### src/rtl/fifo_uart_tx.sv
// UART transmitter that pops words from an sfifo and sends each one LSB-first
// as start, data, optional parity and stop bits, with each bit lasting DIVIDE clocks.
module fifo_uart_tx #(
    parameter int WIDTH    = 8,
    parameter int DIVIDE   = 4,
    parameter int PARITY   = 0,
    parameter int STOPBITS = 1
) (
    input  logic             clk,
    input  logic             reset,
    input  logic             en,
    input  logic             empty,
    input  logic [WIDTH-1:0] rdata,
    output logic             read,
    output logic             tx,
    output logic             busy
);

    localparam int DIVW = (DIVIDE > 1) ? $clog2(DIVIDE) : 1;
    localparam int CNTW = (WIDTH > 1) ? $clog2(WIDTH) : 1;
    localparam logic [DIVW-1:0] DIV_LAST  = DIVW'(DIVIDE - 1);
    localparam logic [CNTW-1:0] BIT_LAST  = CNTW'(WIDTH - 1);
    localparam logic [CNTW-1:0] STOP_LAST = CNTW'(STOPBITS - 1);

    typedef enum logic [2:0] {
        S_IDLE,
        S_LOAD,
        S_START,
        S_DATA,
        S_PARITY,
        S_STOP
    } state_t;

    state_t           state;
    logic [DIVW-1:0]  divcnt;
    logic [CNTW-1:0]  bitcnt;
    logic [WIDTH-1:0] shreg;
    logic [WIDTH-1:0] word;
    logic [WIDTH-1:0] shnext;
    logic             bit_end;
    logic             parity_bit;

    assign read       = (state == S_IDLE) & ~empty & en & ~reset;
    assign bit_end    = (divcnt == DIV_LAST);
    assign shnext     = shreg >> 1;
    // Parity comes from the latched word because shreg is consumed while shifting.
    assign parity_bit = (PARITY == 2) ? ~(^word) : (^word);

    always_ff @(posedge clk) begin
        if (reset) begin
            state  <= S_IDLE;
            tx     <= 1'b1;
            busy   <= 1'b0;
            divcnt <= '0;
            bitcnt <= '0;
            shreg  <= '0;
            word   <= '0;
        end else begin
            case (state)
                S_IDLE: begin
                    tx <= 1'b1;
                    if (read) begin
                        state <= S_LOAD;
                        busy  <= 1'b1;
                    end
                end
                S_LOAD: begin
                    shreg  <= rdata;
                    word   <= rdata;
                    tx     <= 1'b0;
                    divcnt <= '0;
                    state  <= S_START;
                end
                S_START: begin
                    if (bit_end) begin
                        divcnt <= '0;
                        bitcnt <= '0;
                        tx     <= shreg[0];
                        state  <= S_DATA;
                    end else begin
                        divcnt <= divcnt + DIVW'(1);
                    end
                end
                S_DATA: begin
                    if (bit_end) begin
                        divcnt <= '0;
                        if (bitcnt == BIT_LAST) begin
                            bitcnt <= '0;
                            if (PARITY != 0) begin
                                tx    <= parity_bit;
                                state <= S_PARITY;
                            end else begin
                                tx    <= 1'b1;
                                state <= S_STOP;
                            end
                        end else begin
                            bitcnt <= bitcnt + CNTW'(1);
                            shreg  <= shnext;
                            tx     <= shnext[0];
                        end
                    end else begin
                        divcnt <= divcnt + DIVW'(1);
                    end
                end
                S_PARITY: begin
                    if (bit_end) begin
                        divcnt <= '0;
                        bitcnt <= '0;
                        tx     <= 1'b1;
                        state  <= S_STOP;
                    end else begin
                        divcnt <= divcnt + DIVW'(1);
                    end
                end
                S_STOP: begin
                    if (bit_end) begin
                        divcnt <= '0;
                        if (bitcnt == STOP_LAST) begin
                            bitcnt <= '0;
                            busy   <= 1'b0;
                            state  <= S_IDLE;
                        end else begin
                            bitcnt <= bitcnt + CNTW'(1);
                        end
                    end else begin
                        divcnt <= divcnt + DIVW'(1);
                    end
                end
                default: begin
                    tx    <= 1'b1;
                    busy  <= 1'b0;
                    state <= S_IDLE;
                end
            endcase
        end
    end

endmodule

### config.mk
export PLATFORM = sky130hd
export DESIGN_NAME = fifo_uart_tx
export DESIGN_NICKNAME = d
export VERILOG_FILES = /design/src/rtl/fifo_uart_tx.sv
export SDC_FILE = /design/constraint.sdc
export NUM_CORES = 1
export LEC_CHECK = 0
export BUFFER_PORTS_ARGS = -buffer_cell sky130_fd_sc_hd__buf_2
export CORE_UTILIZATION = 51
export CTS_CLUSTER_DIAMETER = 200
export DETAILED_ROUTE_END_ITERATION = 8
export PLACE_DENSITY = 0.82
export SYNTH_ARGS = -nofsm -noshare
export SYNTH_HDL_FRONTEND = slang
export SYNTH_SLANG_ARGS = --single-unit
### constraint.sdc
create_clock -name clk -period 4.3 [get_ports clk]
set_input_delay 0.86 -clock clk [delete_from_list [all_inputs] [get_ports clk]]
set_output_delay 0.86 -clock clk [all_outputs]
set_load 0.01 [all_outputs]
==> impl_metrics.csv <==
group,metric,value,unit
status,status,"completed",
floorplan,row_count,15,
synth,synth_compound_area_share,23.86,%
global_routing,grt_pass1_vias,709,
clocking,ctsLongestPathBuffers,2,
place,gp_congestion,0.7678,
final_layout,area_growth,6.979,%
clocking,cts.htree.levels,1,
place,hpwl,1343,µm
floorplan,core,1764,µm²
synth,synth_top_family_by_area,"compound AO/OA/AOI/OAI gates",
clocking,worstSkewPairLatency,290,ps
synth,avgSynthCellArea,9.045,µm²
detailed_routing,drtIter0Drc,26,
synth,netlist.area_leader.share,36.55,%
global_routing,track_usage,20.82,%
final_layout,mostFrequentLayoutCells,"dfxtp_1, a21oi_1, buf_2",
worst_setup_path,cp_max_fo,2,
clocking,cts_buffers,3,
synth,synthTopCellsByArea,"dfxtp_1, mux2i_1, a21oi_1",
place,port_buffers,14,
final_layout,num_antenna_cells,0,
floorplan,num_io_pins,15,
synth,synth_cell_types,36,
sta,setup_slack,1944,ps
synth,synthesis.area,985.9,µm²
worst_setup_path,r2r_start,"state[1]",
sta,finalSetupViolations,0,
worst_setup_path,worstPathArrival,1500,ps
floorplan,die_y,45.97,µm
worst_setup_path,crit_path_start_kind,"primary input",
final_layout,fillCellCount,162,
worst_setup_path,critPathRequiredTime,3440,ps
synth,synth_xor_xnor_area_share,0.8883,%
synth,async_flop_share,0,%
clocking,clk_pin_slew,100,ps
detailed_routing,wl_per_cell,12.91,µm
worst_setup_path,r2r_cells,4,
global_routing,antenna_found_initial,0,
worst_setup_path,crit_path_top_delay_cell,"nor3_1",
detailed_routing,post_drt_via_cell_ratio,5.681,
global_routing,grt_pass1_wl,3077,µm
synth,synth_adder_area_share,5.076,%
synth,yosysSeqAreaShare,36.55,%
synth,netlist_instances,109,
synth,synthFlopType,"dfxtp_1",
floorplan,start_util,55.89,%
sta,fin_setup_tns,0,ps
synth,synthSimpleGateAreaFrac,16.50,%
synth,synth-edff-count,0,
floorplan,fp.dieArea,2113,µm²
synth,yosys.area.top_type,"dfxtp_1",
final_layout,nNetsFinal,137,
synth,synthMuxAreaShare,9.264,%
sta,worst_clock_skew,4.371,ps
final_layout,drive_above_1_share,20.17,%
detailed_routing,drtPass1Iterations,4,
power_and_ir_drop,peakVddDrop,0.2406,mV
detailed_routing,drt_wl_total,1859,µm
final_layout,final_common_cell,"dfxtp_1",
worst_setup_path,slowest_delay,210,ps
place,dp_slack,1946,ps
sta,max_slew_margin,54.63,%
detailed_routing,antenna_left,0,
flow_run,maxCapViolCount,0,
power_and_ir_drop,cellPowerDensity,286.1,nW/µm²
hold_path,hp-start,"bitcnt[2]",
detailed_routing,vias,818,
sta,period_needed,2356,ps
synth,ys_seq_elements,18,
clocking,cts_setup_buffers,0,
worst_setup_path,crit_type,"primary input to output port",
sta,hold_violations,0,
worst_setup_path,cp_common_cell,"buf_2",
sta,rsz0062_at_grt,"no",
worst_setup_path,crit_path_start,"empty",
synth,yosysWarnings,0,
sta,clock.fmax,424.5,MHz
hold_path,holdPathStages,2,
power_and_ir_drop,leakage,0.4374,nW
clocking,cts_tree,"done",
clocking,cts_hold_buf,0,
clocking,cts_root_buf,"clkbuf_4",
synth,synth_fp_nets,125,
global_routing,grt_max_degree,20,
worst_setup_path,cp-end-kind,"output port",
global_routing,grt_overflow,0,
sta,min_period_over_period,54.79,%
sta,max_slew.worst_pin.slew,679.7,ps
clocking,post_cts_resized,0,
detailed_routing,drcViolationCount,0,
clocking,cts.sinks,18,
worst_setup_path,path_cells,"buf_2 > nand3b_1 > nor3_1 > buf_2",
sta,drv_slew,0,
hold_path,hp-class,"flop to flop",
floorplan,die_w,45.97,µm
final timing paths:
check,end,slack [ps]
worst max-delay path,read,1940
worst min-delay path,bitcnt[2],480
worst max register to register,tx,2650
worst min register to register,bitcnt[2],480
cell type report:
type / count / area, µm² / area share (%)
clock buffer: 3 / 22.52 / 2.135
inverter: 6 / 22.52 / 2.135
multi-input combinational: 78 / 548.0 / 51.96
sequential: 18 / 360.3 / 34.16
tap: 25 / 31.28 / 2.966
timing repair buffer: 14 / 70.07 / 6.643
flip-flops by register name, summed over array words and instances, names as in the netlist:
signal and count:
tx 1, shreg 8, state 3, divcnt 2, bitcnt 3, busy 1
metal layers:
metal,track usage (%),vias to the layer above,part of all wire [%]
li1,-,418,-
met1,26.39,373,43
met2,33.52,23,52
met3,3.571,4,3.2
met4,10.59,0,2.2
met5,0,-,0
critical path: cells and delay by family:
kind          cells  cell delay [ps]
buf+inv           2              270
simple gates      2              360
power by group:
part | switching (mW) | internal (mW) | total, mW
sequential | 0.00836 | 0.174 | 0.183
combinational | 0.0172 | 0.0178 | 0.0350
clock | 0.0514 | 0.0326 | 0.0840
total | 0.0769 | 0.225 | 0.302
cells in the mapped netlist, types with 3 or more instances:
cell / n
nor2_1: 6
nor2b_1: 3
nand2b_1: 3
mux2i_1: 8
ha_1: 4
nand3b_1: 3
dfxtp_1: 18
buf_6: 3
o21ai_0: 11
inv_1: 6
a21oi_1: 14
per-stage QoR:
step           instance area [µm²]  instances  total power, mW  util [%]  hold WS, ps
6_report                      1055        144           0.3018     59.79        482.7
5_1_grt                       1055        144           0.3125     59.79        511.7
2_1_floorplan                985.9        109           0.2122         -        444.8
3_3_place_gp                  1032        141           0.2191     58.51        465.9
3_5_place_dp                  1032        141           0.2214     58.51        475.5
4_1_cts                       1055        144           0.3023     59.79        486.7
logic make-up (layout without fill, tap and decap cells):
logic type,Yosys count,after routing
adders and majority gates,4,4
and+or+nand+nor,28,28
buffers and inverters,13,23
DFF,18,18
AOI/OAI and AO/OA,36,36
xor gates and xnor gates,1,1
muxes,9,9
Power figures use the tool's default switching activity.
